[config.mk]
export PLATFORM = sky130hd
export DESIGN_NAME = emergency_req_ctrl
export DESIGN_NICKNAME = d
export VERILOG_FILES = /design/src/rtl/emergency_req_ctrl.sv
export SDC_FILE = /design/constraint.sdc
export NUM_CORES = 1
export LEC_CHECK = 0
export CAP_MARGIN = 15
export CORE_ASPECT_RATIO = 2
export CORE_UTILIZATION = 60
export CTS_CLUSTER_SIZE = 12
export DETAILED_ROUTE_END_ITERATION = 8
export GPL_ROUTABILITY_DRIVEN = 0
export GPL_TIMING_DRIVEN = 0
export MAX_ROUTING_LAYER = met4
export PLACE_DENSITY = 0.85
export SLEW_MARGIN = 5
export SYNTH_ARGS = -nofsm -noshare
export SYNTH_HDL_FRONTEND = slang
export SYNTH_SLANG_ARGS = --single-unit
[constraint.sdc]
create_clock -name clk -period 3.46 [get_ports clk]
set_clock_uncertainty 0.2 [all_clocks]
set_input_delay 0.519 -clock clk [delete_from_list [all_inputs] [get_ports clk]]
set_output_delay 0.519 -clock clk [all_outputs]
set_load 0.005 [all_outputs]
[src/rtl/emergency_req_ctrl.sv]
`default_nettype none
// +----------------------------------------------------------------------------+
// | Module      : emergency_req_ctrl                                           |
// | Description : Debounced emergency-request controller. Synchronizes and     |
// |               debounces a raw button and drives an override level for the  |
// |               traffic-light FSM with a minimum hold and a cooldown window.  |
// | Revision    : 1.0 - initial release                                        |
// +----------------------------------------------------------------------------+
module emergency_req_ctrl #(
  parameter int TICK_DIV       = 100000,
  parameter int DEBOUNCE_TICKS = 20,
  parameter int HOLD_TICKS     = 10000,
  parameter int COOLDOWN_TICKS = 5000
) (
  input  logic       clk,
  input  logic       reset,
  input  logic       emg_btn,
  input  logic       emg_clear,
  output logic       emergency,
  output logic       cooldown,
  output logic       dropped,
  output logic [7:0] req_count
);

  localparam int TICK_W = (TICK_DIV > 1) ? $clog2(TICK_DIV) : 1;
  localparam int DEB_W  = (DEBOUNCE_TICKS > 1) ? $clog2(DEBOUNCE_TICKS) : 1;
  localparam int HOLD_W = $clog2(HOLD_TICKS + 1);
  localparam int COOL_W = (COOLDOWN_TICKS > 1) ? $clog2(COOLDOWN_TICKS) : 1;

  localparam logic [TICK_W-1:0] TICK_LAST = TICK_W'(TICK_DIV - 1);
  localparam logic [DEB_W-1:0]  DEB_LAST  = DEB_W'(DEBOUNCE_TICKS - 1);
  localparam logic [HOLD_W-1:0] HOLD_MAX  = HOLD_W'(HOLD_TICKS);
  localparam logic [COOL_W-1:0] COOL_LAST = COOL_W'(COOLDOWN_TICKS - 1);

  typedef enum logic [1:0] {
    ST_IDLE     = 2'd0,
    ST_ACTIVE   = 2'd1,
    ST_COOLDOWN = 2'd2
  } state_t;

  // Synchronizer, timing and debounce state
  logic              sync1_q, sync2_q;
  logic [TICK_W-1:0] tick_cnt_q, tick_cnt_d;
  logic              tick;
  logic [DEB_W-1:0]  deb_cnt_q, deb_cnt_d;
  logic              clean_q, clean_d;
  logic              clean_prev_q;
  logic              rise;

  // Controller state
  state_t            state_q, state_d;
  logic [HOLD_W-1:0] hold_q, hold_d;
  logic [COOL_W-1:0] cd_q, cd_d;
  logic [7:0]        req_count_q, req_count_d;
  logic              emergency_q, emergency_d;
  logic              cooldown_q, cooldown_d;
  logic              dropped_q, dropped_d;

  // Free-running tick divider: one-cycle tick on the last count
  always_comb begin
    tick       = (tick_cnt_q == TICK_LAST);
    tick_cnt_d = tick ? '0 : tick_cnt_q + 1'b1;
  end

  // Debounce: a new level must persist DEBOUNCE_TICKS ticks; any return to
  // the accepted level restarts the count so short glitches are discarded
  always_comb begin
    clean_d   = clean_q;
    deb_cnt_d = deb_cnt_q;
    if (sync2_q == clean_q) begin
      deb_cnt_d = '0;
    end else if (tick) begin
      if (deb_cnt_q == DEB_LAST) begin
        clean_d   = sync2_q;
        deb_cnt_d = '0;
      end else begin
        deb_cnt_d = deb_cnt_q + 1'b1;
      end
    end
  end

  // Request event is the rising edge of the debounced level only
  assign rise = clean_q & ~clean_prev_q;

  // Controller next state: IDLE -> ACTIVE -> COOLDOWN -> IDLE
  always_comb begin
    state_d     = state_q;
    hold_d      = hold_q;
    cd_d        = cd_q;
    req_count_d = req_count_q;
    dropped_d   = 1'b0;
    case (state_q)
      ST_IDLE: begin
        if (rise) begin
          state_d = ST_ACTIVE;
          hold_d  = '0;
          if (req_count_q != 8'hFF) begin
            req_count_d = req_count_q + 8'd1;
          end
        end
      end
      ST_ACTIVE: begin
        // Clear and hold expiry share one exit so coincidence has no extra effect;
        // requests arriving here are absorbed
        if (emg_clear || ((hold_q == HOLD_MAX) && !clean_q)) begin
          state_d = ST_COOLDOWN;
          cd_d    = '0;
        end else if (tick && (hold_q != HOLD_MAX)) begin
          hold_d = hold_q + 1'b1;
        end
      end
      ST_COOLDOWN: begin
        // A request here is rejected even on the cycle the window closes
        dropped_d = rise;
        if (tick) begin
          if (cd_q == COOL_LAST) begin
            state_d = ST_IDLE;
            cd_d    = '0;
          end else begin
            cd_d = cd_q + 1'b1;
          end
        end
      end
      default: begin
        state_d = ST_IDLE;
      end
    endcase
    emergency_d = (state_d == ST_ACTIVE);
    cooldown_d  = (state_d == ST_COOLDOWN);
  end

  // All state registers; reset dominates every other input
  always_ff @(posedge clk) begin
    if (reset) begin
      sync1_q      <= 1'b0;
      sync2_q      <= 1'b0;
      tick_cnt_q   <= '0;
      deb_cnt_q    <= '0;
      clean_q      <= 1'b0;
      clean_prev_q <= 1'b0;
      state_q      <= ST_IDLE;
      hold_q       <= '0;
      cd_q         <= '0;
      req_count_q  <= 8'd0;
      emergency_q  <= 1'b0;
      cooldown_q   <= 1'b0;
      dropped_q    <= 1'b0;
    end else begin
      sync1_q      <= emg_btn;
      sync2_q      <= sync1_q;
      tick_cnt_q   <= tick_cnt_d;
      deb_cnt_q    <= deb_cnt_d;
      clean_q      <= clean_d;
      clean_prev_q <= clean_q;
      state_q      <= state_d;
      hold_q       <= hold_d;
      cd_q         <= cd_d;
      req_count_q  <= req_count_d;
      emergency_q  <= emergency_d;
      cooldown_q   <= cooldown_d;
      dropped_q    <= dropped_d;
    end
  end

  assign emergency = emergency_q;
  assign cooldown  = cooldown_q;
  assign dropped   = dropped_q;
  assign req_count = req_count_q;

endmodule
`default_nettype wire

==> impl_metrics.toml <==
[outcome]
outcome = "complete, no violations"

[run]
maxCapViolCount = 0

[yosys]
synth_top_family_by_area = "simple AND/OR/NAND/NOR gates"
synthMostInstantiatedCell = "dfxtp_1"
synth-simple-area-share = 0.337
synth.top_cells.by_count = "dfxtp_1 (66), nor2_1 (45), nand2_1 (33)"
synth_xor_area_frac = 0.0721
syn-cell-area_um2 = 3160
synth_seq_area_share = 0.418
ys_top_cells_by_area = "dfxtp_1 (42%), nor2_1 (5.3%), xor2_1 (5.0%)"
syn_nets = 386
synth_top_area_frac = 0.418
ys_warn_count = 0
syn_avg_cell_area_um2 = 8.40
synthArstFlopShare = 0
syn_inst = 376
synthFlopType = "dfxtp_1"
synthAdderAreaFrac = 0.0238
synth_area_leader_cell = "dfxtp_1"
synth_compound_area_frac = 0.111
yosysUniqueCellTypes = 44
muxShareOfSynthArea = 0.0127
synth_enable_flop_cells = 0
ys_seq_elements = 66

[clock_network]
numCtsBuffers = 9
cts_setup_buffers = 0
ctsHoldBuffers = 0
clkLatencyLatePin_ns = 0.35
cts.sinks = 66
cts_resized = 0
root_buffer = "clkbuf_8"
cts_tree = "done"
htreeDepth = 3
clk_pin_slew_ns = 0.07
clockBufferDepth = 2

[floorplanning]
die_w_um = 53.3
row_count = 37
core_area_um2 = 5090
die_y_um = 105
num_io_pins = 15
dieArea_um2 = 5580
start_util = 0.620

[routing]
via_count = 2811
routed_wl_mm = 6.81
wl_per_cell_um = 14.7
drt_iter0_drc = 123
drtAntennaViolNets = 0
via_per_inst = 6.06
first_pass_iters = 4
drc = 0

[layout]
final_util = 0.706
area_growth_pct = 13.8
fillerInstances = 424
drive_above_1_share = 0.0665
diodes = 0
nNetsFinal = 411

[placed_design]
io_buffers = 13
place_hpwl_mm = 4.87
pre_cts_ws_ns = 0.648

[setup_path]
cp.required_ns = 3.49
cp-end-kind = "flip-flop"
max_stage_delay_ns = 0.75
worst-setup-path-type = "flip-flop to flip-flop"
slowest_stage = "nor4_1"
start_kind = "flip-flop"
worstPathMaxFanout = 10
worstPathCellList = "clkbuf_1 > or4_1 > nor4_1 > nor2_1 > a22oi_1 > o21ai_0"
cp.arrival_ns = 2.90
crit_family = "simple AND/OR/NAND/NOR gates"
path_buf_inv = 1

[global_routing]
grt_use_total = 0.286
grt_pass1_vias = 2659
overflow = 0
antenna_found_initial = 0
grt_max_degree = 12
grt_first_pass_wirelength_mm = 11.5

[sta]
period_minus_slack_ns = 2.87
worst_slack_ns = 0.592
hold_viol = 0
drv_slew = 0
period_share = 0.829
holdWs_ns = 0.250
worst_pin_slew_ns = 0.910
setup_tns_ns = 0
rsz0062_at_grt = "false"
slew_headroom = 0.385
setup_viol = 0
clock.fmax_mhz = 349

[pwr]
p_leak_nw = 1.26
power_density_nw_per_um2 = 427
ir_drop_v = 0.000485

[worst_hold_path]
hp-class = "flip-flop to flip-flop"
layout by cell type (no fill, tap or decap), types with 7 or more instances in the layout:
| cell type | netlist | layout |
|---|---|---|
| nand2_1 | 33 | 33 |
| dfxtp_1 | 66 | 66 |
| xor2_1 | 18 | 18 |
| a31oi_1 | 9 | 9 |
| nand3_1 | 25 | 25 |
| o21ai_0 | 19 | 19 |
| nand4_1 | 15 | 15 |
| a21oi_1 | 12 | 12 |
| clkbuf_8 | 0 | 11 |
| and3_1 | 10 | 10 |
| nor2b_1 | 11 | 11 |
| nor2_1 | 45 | 45 |
| xnor2_1 | 8 | 8 |
| nand2b_1 | 10 | 10 |
| inv_1 | 7 | 7 |
| clkbuf_1 | 12 | 13 |
| clkdlybuf4s50_1 | 0 | 13 |
| nor4_1 | 10 | 10 |
cell type report:
class | instances | area (um^2) | share of cell area
Timing Repair Buffer | 14 | 135 | 0.0376
Tap cell | 58 | 72.6 | 0.0202
Buffer | 14 | 55.1 | 0.0153
Clock inverter | 4 | 73.8 | 0.0205
Sequential cell | 66 | 1320 | 0.367
Multi-Input combinational cell | 289 | 1760 | 0.489
Clock buffer | 12 | 155 | 0.0431
Inverter | 7 | 26.3 | 0.00731
worst reg2reg max path: cells and delay by family (launching register included):
| kind | cells | cell delay [ns] |
|---|---|---|
| and+or+nand+nor | 3 | 1.68 |
| buffers and inverters | 1 | 0.19 |
| DFF | 1 | 0.30 |
| AOI/OAI and AO/OA | 2 | 0.36 |
routing by layer:
metal	part of all wire	routed length (um)	global-route usage
met4	0.030	206	0.175
met5	0	0	-
met1	0.41	2760	0.294
met2	0.53	3600	0.467
met3	0.035	239	0.0655
where the power goes:
group | total, mW | internal (mW) | switching [mW] | leakage, nW
Sequential | 0.768 | 0.763 | 0.00441 | 0.532
Clock | 0.740 | 0.445 | 0.295 | 0.117
Combinational | 0.0278 | 0.0100 | 0.0178 | 0.608
Total | 1.54 | 1.22 | 0.317 | 1.26
sequential cells by signal, indices dropped and copies added, names as in the netlist, 2 cells and up:
register / cells
req_count: 8
tick_cnt_q: 17
hold_q: 14
deb_cnt_q: 5
cd_q: 13
state_q: 2
path summary, 6_finish.rpt:
| kind | start | endpoint | slack [ns] | cells after the start |
|---|---|---|---|---|
| worst min register to register | clean_prev_q | dropped | 0.25 | 1 |
| worst min-delay path | clean_prev_q | dropped | 0.25 | 1 |
| worst max-delay path | cd_q[6] | cd_q[10] | 0.59 | 6 |
| worst max register to register | cd_q[6] | cd_q[10] | 0.59 | 6 |
metrics by stage:
stage / cell area [um^2] / instances / power (mW)
after floorplan: 3160 / 376 / 0.803
after global placement: 3360 / 447 / 0.812
after detailed placement: 3360 / 447 / 0.813
after CTS: 3590 / 463 / 1.55
after global routing: 3600 / 464 / 1.59
final: 3600 / 464 / 1.54
cell families after synthesis:
logic type,Yosys count
XOR/XNOR,26
multiplexers,4
flip-flops,66
adder cells (fa/ha/maj),6
AO/OA/AOI/OAI,58
buffers and inverters,21
AND/OR/NAND/NOR,195
No activity file was read; power rests on OpenSTA's default activity.
